$ cat config.mk
export PLATFORM = sky130hd
export DESIGN_NAME = register_writeback_flat
export DESIGN_NICKNAME = d
export VERILOG_FILES = /design/src/rtl/srisc_pkg.sv /design/src/rtl/register_writeback_if.sv /design/src/rtl/wb_load_fifo.sv /design/src/rtl/register_writeback.sv /design/src/flat_wrapper.sv
export SDC_FILE = /design/constraint.sdc
export NUM_CORES = 1
export LEC_CHECK = 0
export ABC_CLOCK_PERIOD_IN_PS = 18200
export CORE_UTILIZATION = 55
export DETAILED_ROUTE_END_ITERATION = 10
export PLACE_DENSITY = 0.77
export SLEW_MARGIN = 20
export SYNTH_ARGS = -nofsm -noshare
export SYNTH_HDL_FRONTEND = slang
export SYNTH_HIERARCHICAL = 1
export SYNTH_SLANG_ARGS = --single-unit
$ cat constraint.sdc
create_clock -name clk -period 18.2 [get_ports clk]
set_clock_uncertainty 0.2 [all_clocks]
set_input_delay 3.64 -clock clk [delete_from_list [all_inputs] [get_ports clk]]
set_output_delay 3.64 -clock clk [all_outputs]
set_load 0.02 [all_outputs]
$ cat src/rtl/srisc_pkg.sv
// Shared SimpleRISC constants and types used by operand fetch, execute and
// the register write-back block.
package srisc_pkg;

    localparam int XLEN      = 32;
    localparam int NREG      = 16;
    localparam int RA_IDX    = 15;
    localparam int REG_IDX_W = 4;
    localparam int LD_DEPTH  = 2;
    localparam int LD_CNT_W  = $clog2(LD_DEPTH + 1);

    typedef logic [XLEN-1:0]      word_t;
    typedef logic [REG_IDX_W-1:0] reg_idx_t;
    typedef logic [LD_CNT_W-1:0]  ld_cnt_t;

    // Return address is the call PC plus one instruction.
    localparam word_t PC_INC = word_t'(4);

    // The single register-array write port.
    typedef struct packed {
        logic     we;
        reg_idx_t addr;
        word_t    data;
    } wr_port_t;

endpackage

$ cat src/rtl/register_writeback_if.sv
// Write-back request, load response and operand-fetch read bundle.
interface register_writeback_if;
    import srisc_pkg::*;

    logic     wb_valid;
    logic     wb_ready;
    reg_idx_t wb_rd;
    word_t    wb_data;
    logic     wb_isCall;
    word_t    wb_pc;
    logic     wb_isLd;

    logic     ld_valid;
    word_t    ld_data;

    reg_idx_t rd_addr1;
    reg_idx_t rd_addr2;
    word_t    rd_data1;
    word_t    rd_data2;
    logic     rd_busy1;
    logic     rd_busy2;

    ld_cnt_t  ld_pending;
    logic     err_unexp;

    // Execute / operand-fetch / memory side.
    modport master (
        output wb_valid, wb_rd, wb_data, wb_isCall, wb_pc, wb_isLd,
        output ld_valid, ld_data, rd_addr1, rd_addr2,
        input  wb_ready, rd_data1, rd_data2, rd_busy1, rd_busy2,
        input  ld_pending, err_unexp
    );

    // Register file write-back side.
    modport slave (
        input  wb_valid, wb_rd, wb_data, wb_isCall, wb_pc, wb_isLd,
        input  ld_valid, ld_data, rd_addr1, rd_addr2,
        output wb_ready, rd_data1, rd_data2, rd_busy1, rd_busy2,
        output ld_pending, err_unexp
    );

endinterface

$ cat src/rtl/wb_load_fifo.sv
// In-order FIFO of destination register indices for outstanding loads.
module wb_load_fifo
    import srisc_pkg::*;
(
    input  logic     clk,
    input  logic     rst,
    input  logic     i_push,
    input  reg_idx_t i_push_idx,
    input  logic     i_pop,
    output reg_idx_t o_head,
    output ld_cnt_t  o_count,
    output logic     o_full,
    output logic     o_empty
);

    localparam int PTR_W = (LD_DEPTH > 1) ? $clog2(LD_DEPTH) : 1;
    typedef logic [PTR_W-1:0] ptr_t;

    reg_idx_t r_mem [LD_DEPTH];
    ptr_t     r_wr_ptr;
    ptr_t     r_rd_ptr;
    ld_cnt_t  r_count;
    logic     w_push_ok;
    logic     w_pop_ok;

    function automatic ptr_t ptr_inc(input ptr_t p);
        return (p == ptr_t'(LD_DEPTH - 1)) ? '0 : p + 1'b1;
    endfunction

    assign o_full    = (r_count == ld_cnt_t'(LD_DEPTH));
    assign o_empty   = (r_count == '0);
    assign o_count   = r_count;
    assign o_head    = r_mem[r_rd_ptr];
    assign w_push_ok = i_push && !o_full;
    assign w_pop_ok  = i_pop && !o_empty;

    // Capture the destination index of a newly issued load.
    // NOTE: entry storage has no reset; r_count alone says which entries are live.
    always_ff @(posedge clk) begin
        if (w_push_ok) begin
            r_mem[r_wr_ptr] <= i_push_idx;
        end
    end

    // Advance pointers and occupancy count on push or pop.
    // NOTE: sequential state is updated only with non-blocking assignments.
    always_ff @(posedge clk or posedge rst) begin
        if (rst) begin
            r_wr_ptr <= '0;
            r_rd_ptr <= '0;
            r_count  <= '0;
        end else begin
            if (w_push_ok) begin
                r_wr_ptr <= ptr_inc(r_wr_ptr);
            end
            if (w_pop_ok) begin
                r_rd_ptr <= ptr_inc(r_rd_ptr);
            end
            case ({w_push_ok, w_pop_ok})
                2'b10:   r_count <= r_count + 1'b1;
                2'b01:   r_count <= r_count - 1'b1;
                default: r_count <= r_count;
            endcase
        end
    end

endmodule

$ cat src/rtl/register_writeback.sv
// Register file write side: ALU/call writes, in-order load return,
// per-register load-pending flags and bypassed operand-fetch reads.
module register_writeback
    import srisc_pkg::*;
(
    input  logic                 clk,
    input  logic                 rst,
    register_writeback_if.slave  bus
);

    word_t          r_regs [NREG];
    logic [NREG-1:0] r_pending;
    logic           r_err_unexp;

    reg_idx_t w_target;
    reg_idx_t w_head;
    ld_cnt_t  w_count;
    logic     w_full;
    logic     w_empty;
    logic     w_wb_ready;
    logic     w_wb_fire;
    logic     w_push;
    logic     w_pop;
    wr_port_t w_wr;

    // A call always targets the return-address register, whatever wb_rd says.
    assign w_target = bus.wb_isCall ? reg_idx_t'(RA_IDX) : bus.wb_rd;

    // Load responses own the write port; a full FIFO blocks new loads and a
    // pending target blocks any write to it (WAW behind a load).
    always_comb begin
        w_wb_ready = !bus.ld_valid
                     && !(bus.wb_isLd && w_full)
                     && !r_pending[w_target];
    end

    assign w_wb_fire = bus.wb_valid && w_wb_ready;
    assign w_push    = w_wb_fire && bus.wb_isLd && !bus.wb_isCall;
    assign w_pop     = bus.ld_valid && !w_empty;

    wb_load_fifo u_load_fifo (
        .clk        (clk),
        .rst        (rst),
        .i_push     (w_push),
        .i_push_idx (bus.wb_rd),
        .i_pop      (w_pop),
        .o_head     (w_head),
        .o_count    (w_count),
        .o_full     (w_full),
        .o_empty    (w_empty)
    );

    // Select the single array write for this cycle: load return first.
    // NOTE: every field gets a default before the branches so no latch is inferred.
    always_comb begin
        w_wr = '0;
        if (w_pop) begin
            w_wr.we   = 1'b1;
            w_wr.addr = w_head;
            w_wr.data = bus.ld_data;
        end else if (w_wb_fire && !bus.wb_isLd) begin
            w_wr.we   = 1'b1;
            w_wr.addr = w_target;
            w_wr.data = bus.wb_isCall ? (bus.wb_pc + PC_INC) : bus.wb_data;
        end
    end

    // Architectural register array; cleared on reset.
    always_ff @(posedge clk or posedge rst) begin
        if (rst) begin
            for (int i = 0; i < NREG; i++) begin
                r_regs[i] <= '0;
            end
        end else if (w_wr.we) begin
            r_regs[w_wr.addr] <= w_wr.data;
        end
    end

    // Pending flags: set on load issue, cleared when its response returns.
    always_ff @(posedge clk or posedge rst) begin
        if (rst) begin
            r_pending <= '0;
        end else begin
            if (w_pop) begin
                r_pending[w_head] <= 1'b0;
            end
            if (w_push) begin
                r_pending[bus.wb_rd] <= 1'b1;
            end
        end
    end

    // Sticky flag for a load response with nothing outstanding.
    always_ff @(posedge clk or posedge rst) begin
        if (rst) begin
            r_err_unexp <= 1'b0;
        end else if (bus.ld_valid && w_empty) begin
            r_err_unexp <= 1'b1;
        end
    end

    // Read ports see the committed array plus this cycle's write.
    always_comb begin
        bus.rd_data1 = (w_wr.we && (w_wr.addr == bus.rd_addr1)) ? w_wr.data : r_regs[bus.rd_addr1];
        bus.rd_data2 = (w_wr.we && (w_wr.addr == bus.rd_addr2)) ? w_wr.data : r_regs[bus.rd_addr2];
        bus.rd_busy1 = r_pending[bus.rd_addr1] && !(w_pop && (w_head == bus.rd_addr1));
        bus.rd_busy2 = r_pending[bus.rd_addr2] && !(w_pop && (w_head == bus.rd_addr2));
    end

    assign bus.wb_ready   = w_wb_ready;
    assign bus.ld_pending = w_count;
    assign bus.err_unexp  = r_err_unexp;

endmodule

$ cat src/flat_wrapper.sv
// flat-port wrapper written by rule: the top's interface ports become plain ports
module register_writeback_flat import srisc_pkg::*;
  (clk, rst, bus_wb_valid, bus_wb_rd, bus_wb_data, bus_wb_isCall, bus_wb_pc, bus_wb_isLd, bus_ld_valid, bus_ld_data, bus_rd_addr1, bus_rd_addr2, bus_wb_ready, bus_rd_data1, bus_rd_data2, bus_rd_busy1, bus_rd_busy2, bus_ld_pending, bus_err_unexp);
  register_writeback_if bus_i ();
  input  logic clk;
  input  logic rst;
  input wire logic [$bits(bus_i.wb_valid)-1:0] bus_wb_valid;
  input wire logic [$bits(bus_i.wb_rd)-1:0] bus_wb_rd;
  input wire logic [$bits(bus_i.wb_data)-1:0] bus_wb_data;
  input wire logic [$bits(bus_i.wb_isCall)-1:0] bus_wb_isCall;
  input wire logic [$bits(bus_i.wb_pc)-1:0] bus_wb_pc;
  input wire logic [$bits(bus_i.wb_isLd)-1:0] bus_wb_isLd;
  input wire logic [$bits(bus_i.ld_valid)-1:0] bus_ld_valid;
  input wire logic [$bits(bus_i.ld_data)-1:0] bus_ld_data;
  input wire logic [$bits(bus_i.rd_addr1)-1:0] bus_rd_addr1;
  input wire logic [$bits(bus_i.rd_addr2)-1:0] bus_rd_addr2;
  output wire logic [$bits(bus_i.wb_ready)-1:0] bus_wb_ready;
  output wire logic [$bits(bus_i.rd_data1)-1:0] bus_rd_data1;
  output wire logic [$bits(bus_i.rd_data2)-1:0] bus_rd_data2;
  output wire logic [$bits(bus_i.rd_busy1)-1:0] bus_rd_busy1;
  output wire logic [$bits(bus_i.rd_busy2)-1:0] bus_rd_busy2;
  output wire logic [$bits(bus_i.ld_pending)-1:0] bus_ld_pending;
  output wire logic [$bits(bus_i.err_unexp)-1:0] bus_err_unexp;
  assign bus_i.wb_valid = bus_wb_valid;
  assign bus_i.wb_rd = bus_wb_rd;
  assign bus_i.wb_data = bus_wb_data;
  assign bus_i.wb_isCall = bus_wb_isCall;
  assign bus_i.wb_pc = bus_wb_pc;
  assign bus_i.wb_isLd = bus_wb_isLd;
  assign bus_i.ld_valid = bus_ld_valid;
  assign bus_i.ld_data = bus_ld_data;
  assign bus_i.rd_addr1 = bus_rd_addr1;
  assign bus_i.rd_addr2 = bus_rd_addr2;
  assign bus_wb_ready = bus_i.wb_ready;
  assign bus_rd_data1 = bus_i.rd_data1;
  assign bus_rd_data2 = bus_i.rd_data2;
  assign bus_rd_busy1 = bus_i.rd_busy1;
  assign bus_rd_busy2 = bus_i.rd_busy2;
  assign bus_ld_pending = bus_i.ld_pending;
  assign bus_err_unexp = bus_i.err_unexp;
  register_writeback u_core (.clk(clk), .rst(rst), .bus(bus_i));
endmodule
Yosys cells after proc, flatten, opt, wreduce, memory -nomap -nowiden. Memory sizes are Yosys's and may differ from the RTL's. Index checks and enable logic that the tools add are counted.

Register bits after elaboration: 533. Memory bits (writable): 8. Input port bits: 114. Output and inout port bits: 70. Logic and storage cells: 114. Memories: 1.

Memories: u_core.u_load_fifo.r_mem (words 2, width 4, read ports 1, clocked after Yosys merged registers in 0, wr ports 1, line wb_load_fifo.sv:19) `reg_idx_t r_mem [LD_DEPTH];`.

$add $sub $neg: 5. Order comparisons: 11. Equal/unequal tests: 7. Muxes and demuxes: 32. Bitwise logic cells: 6. Reductions and logical operators: 31.

Operators with widths (count): $bwmux W512 (1); $bmux W32 S4 (2); $mux W32 (8); $demux W32 S4 (1); $mux W37 (2); $add A32 B3 Y32 const B (1); $mux W16 (2); $lt A4 B5 Y1 const B (5); $logic_and A1 B1 Y1 (20); $and A16 B16 Y16 (1); $eq A4 B4 Y1 (4); $not A16 Y16 (1); $or A16 B16 Y16 (1); $ge A5 B5 Y1 const B (3); $not A4 Y5 (3); $bmux W1 S4 (3); $logic_not A1 Y1 (9); $mux W1 (9); $demux W1 S4 (2); $ge A4 B1 Y1 const B (2); $lt A5 B1 Y1 const B (1); $eq A2 B2 Y1 const B (2); $mux W4 (1); $pmux W2 S2 (1); 6 further kinds (7).

Longest topological paths before layout.
Word-level depth: 15. Gate-level depth with buffers: 12. Mapped depth without buffers: 10.

Hierarchy. The synthesis kept the hierarchy.

By module, submodules not included: register_writeback (times used 1, cells an instance 1967, area an instance 30215.2 um^2, sequential area each 13237.7 um^2); wb_load_fifo (times used 1, cells an instance 31, area an instance 485.5 um^2, sequential area each 340.3 um^2).

Worst setup path before layout. OpenSTA, ideal clock, no wires.

Kind: input to output. From: input bus_rd_addr1[0]. To: output bus_rd_data1[14]. Arrival: 6.067 ns. Required time: 14.360 ns. Path slack: 8.293 ns. Stages on the path: 6. Path buffers: 3. Path through: clkbuf_1 -> buf_2 -> buf_1 -> mux4_2 -> mux4_2 -> mux2_1.

Longest elaborated chain between the ends: 5. Elaborated cells between the ends (all ways): 7. Those cells by class: 1 x eq/ne; 4 x mux; 1 x bitwise; 1 x reduce/logical.

RTL lines: from (decl) (line flat_wrapper.sv:15) `input wire logic [$bits(bus_i.rd_addr1)-1:0] bus_rd_addr1;`; $not A4 Y5 (implied by the code) (line register_writeback.sv:104) `bus.rd_data1 = (w_wr.we && (w_wr.addr == bus.rd_addr1)) ? w_wr.data : r_regs[bus.rd_addr1];`; $bmux W32 S4 (line register_writeback.sv:104); $mux W32 (implied by the code) (2 in series) (line register_writeback.sv:104); $mux W32 * (line register_writeback.sv:104); to (decl) (line flat_wrapper.sv:18) `output wire logic [$bits(bus_i.rd_data1)-1:0] bus_rd_data1;`.

Every way passes the cells marked *; elsewhere a longest branch is shown, timed or not. The select of a mux whose other input is x is not followed.

Worst setup path after layout.
From: input bus_wb_rd[2]. To: output bus_rd_data1[20].

Longest elaborated chain between the ends: 12.

RTL lines: from (decl) (line flat_wrapper.sv:8) `input wire logic [$bits(bus_i.wb_rd)-1:0] bus_wb_rd;`; $mux W4 * (line register_writeback.sv:27) `assign w_target = bus.wb_isCall ? reg_idx_t'(RA_IDX) : bus.wb_rd;`; $bmux W1 S4 (line register_writeback.sv:34) `&& !r_pending[w_target];`; $mux W1 (implied by the code) (line register_writeback.sv:34); $logic_not A1 Y1 (line register_writeback.sv:34); $logic_and A1 B1 Y1 (line register_writeback.sv:34); $logic_and A1 B1 Y1 (line register_writeback.sv:37) `assign w_wb_fire = bus.wb_valid && w_wb_ready;`; $logic_and A1 B1 Y1 (line register_writeback.sv:61) `end else if (w_wb_fire && !bus.wb_isLd) begin`; $mux W37 * (line register_writeback.sv:61); $mux W37 * (line register_writeback.sv:57) `if (w_pop) begin`; $eq A4 B4 Y1 (line register_writeback.sv:104); $logic_and A1 B1 Y1 (line register_writeback.sv:104); $mux W32 * (line register_writeback.sv:104).

Marks and branches as above.

==> impl_results.md <==
- Status: finished, final reports clean
- Drt first-iter violations: around 1,900
- CTS tree: yes
- PwrDens: about 150 mW/mm2
- Tot GR Track Use: a little under a third
- Clk buf depth: 3
- Starting Density: approximately 56%
- Hpwl dp: between 40 and 50 mm
- Proportion of layout cells with a drive suffix above 1: between 40% and 50%
- Grt ovf: 0
- Final WL: ~86 mm
- #FFs+latches synth: ~540
- CTS buffer count: 57
- Asr flop ratio synth: between 90% and 100%
- Synth Instances: 1,998
- Slew Limit Headroom: ~28%
- Max VDD drop: about 0.000085 V
- Core region area: ~0.055 mm2
- GRT met3 Usage: around 6.8%
- Count of cell types in the netlist: 54
- Register area share after synthesis: between 40 and 50%
- Commonest cells post-synth: 533 x dfrtp_1, 523 x mux2_2, 330 x mux4_2
- Mapped Nets: 2,114
- Finished Layout Cells: 2,878
- Drt pass-1 iters: 7
- Cts hold-fix bufs: 0
- Post-CTS sizing: 0
- Required time worst endpoint: approximately 14 ns
- Unrepaired setup endpoints after global routing: no
- P_int: about 3.6 mW
- Top cell type's share of synthesized area: 43.4%
- Vias in the first global route: ~21,000
- Filler cells: between 3,000 and 4,000
- Overall power: a little over 5 mW
- Period utilization: 67.1%
- Post-CTS Setup Repair Bufs: 0
- Worst-path fanout max: 37
- Final Wtd Congestion: between 0.8 and 0.9
- Antenna viol nets, final: 0
- Routed vias: ~20,000
- Final Hold Fails: 0
- Slew @ Worst Pin: about 1.1 ns
- Top-count cell post-synth: dfrtp_1
- Root buffer cell: clkbuf_16
- CTS Sinks: 541
- Clock power share: between 20% and 30%
- Drt wl/cell: 29.8 um
- Worst path arrival time: between 8 and 9 ns
- FP Rows: 86
- # port buffers: approximately 180
- Cell taking the most area after synthesis: dfrtp_1
- Part of the power in combinational logic: around 36%
- Vias per std cell: slightly below 7
- CTS H-tree depth: 2
- Hold WC Path Type: reg -> reg
- Yosys warning total: 6
- Fmax: 0.0819 GHz
- Clock transition at the registers of the reported paths: roughly 0.060 ns
- Placed cell count: between 2,000 and 3,000
- Die X: between 200 and 250 um
- Tmin final: between 10 and 15 ns
- Critical path type: in -> out
- Setup violations, final: 0
- Max-cap viol count: 0
- Seq pwr share: 40.4%
- Die area: about 0.057 mm2
- Chip height: ~240 um
- Grt peak-use layer: met2
- Sum of negative setup slack: 0 ns
- First-pass GRT wire length: about 130 mm
- Top post-synthesis cells by area: dfrtp_1 43%, mux4_2 24%, mux2_2 19%
- Crit. End Element: output port
- P_leak: between 15 and 20 nW
- Area Growth Syn to Fin: 13.9%
- Mapped cell area: around 0.031 mm2
- Met2 GRT Util: just under 50%
- Antenna diode count: 0
- DRC errors left: 0
- Worst Hold Margin: 0.270 ns
- Final slew viol count: 0
- Syn_area_per_cell: 15.4 um2
- Post-synth EDFFs: 8
- Largest net degree at the start of global routing: approximately 210
- Final Util: 63.5%
- Synth Flop Type: dfrtp_1
- Worst-Skew Late Latency: slightly above 0.6 ns
- Sw Share: a little under a third
- Met1 Use GR: 42.7%
- Critical path startpoint category: input port
- # IOs: between 150 and 200
- Nets: roughly 2,200
- Initial antenna violation count: 4
- Net Sw Power: between 1.5 and 2 mW
[power by group through the flow]
stage                     Combinational (mW)  Sequential (mW)  Clock, mW
final                                   1.85             2.09       1.23
after global routing                    1.96             2.16       1.29
after CTS                               1.85             2.08       1.25
after detailed placement                1.84             2.09          0
after global placement                  1.78             2.03          0
after floorplan                         1.39             1.97          0
[cell families (layout without fill, tap and decap cells)]
group	after synthesis	in the layout	share of synthesized area (%)
AOI/OAI and AO/OA	136	136	3.15
xor gates and xnor gates	43	43	1.23
adders and majority gates	2	2	0.0815
buffers and inverters	204	336	3.06
DFF	541	541	44.2
muxes	920	920	45.8
and+or+nand+nor	152	152	2.44
[registers in the layout, indices dropped and copies added (netlist names)]
signal	flops
u_core/u_load_fifo/o_count	2
u_core/bus.err_unexp	1
u_core/u_load_fifo/r_wr_ptr	1
u_core/r_regs	512
u_core/u_load_fifo/r_mem	8
u_core/r_pending	16
u_core/u_load_fifo/r_rd_ptr	1
[metrics by stage]
stage	instance area [um2]	setup slack, ns
after floorplan	30700	7.17
after global placement	32900	6.20
after detailed placement	32900	6.11
after CTS	34900	6.09
after global routing	35000	5.81
final	35000	5.99
[layer usage]
metal  wire [um]  vias to the layer above  share of wire [%]
met4        3150                        6                3.7
met2       40900                      987                 48
met1       34200                    10600                 40
met3        7570                      208                8.8
li1            -                     8024                  -
met5          41                        -              0.048
[critical path: stages]
cell and delay [ns]:
clkdlybuf4s50_1 0.92, mux2i_1 0.28, o22ai_1 0.14, o311ai_4 0.43, and4_2 0.28, buf_4 0.48, a211oi_1 0.17, o211ai_1 0.44
buf_4 0.61, mux2_2 0.40, clkdlybuf4s50_1 0.53
[layout make-up]
class / count / area, um2 / area share [%]
inverter: 13 / 52.6 / 0.150
clock inverter: 27 / 374 / 1.07
timing repair buffer: 220 / 2150 / 6.15
clock buffer: 76 / 1620 / 4.63
sequential: 541 / 13600 / 38.8
tap: 748 / 936 / 2.68
multi-input combinational: 1253 / 16300 / 46.5
[path summary, 6_finish.rpt]
check	startpoint	end	slack, ns	cells after the start
max in group asynchronous	rst	u_core/r_regs[466]	11.72	6
hold reg to reg	u_core/bus.err_unexp	u_core/bus.err_unexp	0.27	1
hold / removal	u_core/bus.err_unexp	u_core/bus.err_unexp	0.27	1
setup reg to reg	u_core/u_load_fifo/o_count[0]	u_core/r_regs[150]	13.72	10
min in group asynchronous	rst	u_core/u_load_fifo/r_wr_ptr	3.10	2
setup / recovery	bus_wb_rd[2]	bus_rd_data1[20]	5.99	11
[cell usage in the layout (no fill, tap or decap), drive strengths merged, types with 7 or more instances in the layout]
cell           count
dfrtp            533
nand3             25
edfxtp             8
nand4             12
nor2              48
nand2b             8
clkdlybuf4s50    174
a22o              32
xnor2             19
o31ai             12
a21oi             32
xor2              24
nand2             32
clkbuf            78
o21ai             30
o22ai              7
mux2i              7
bufinv             8
inv               14
nor3               7
buf               44
mux2             583
mux4             330
clkinv            16
Power figures use the tool's default switching activity.
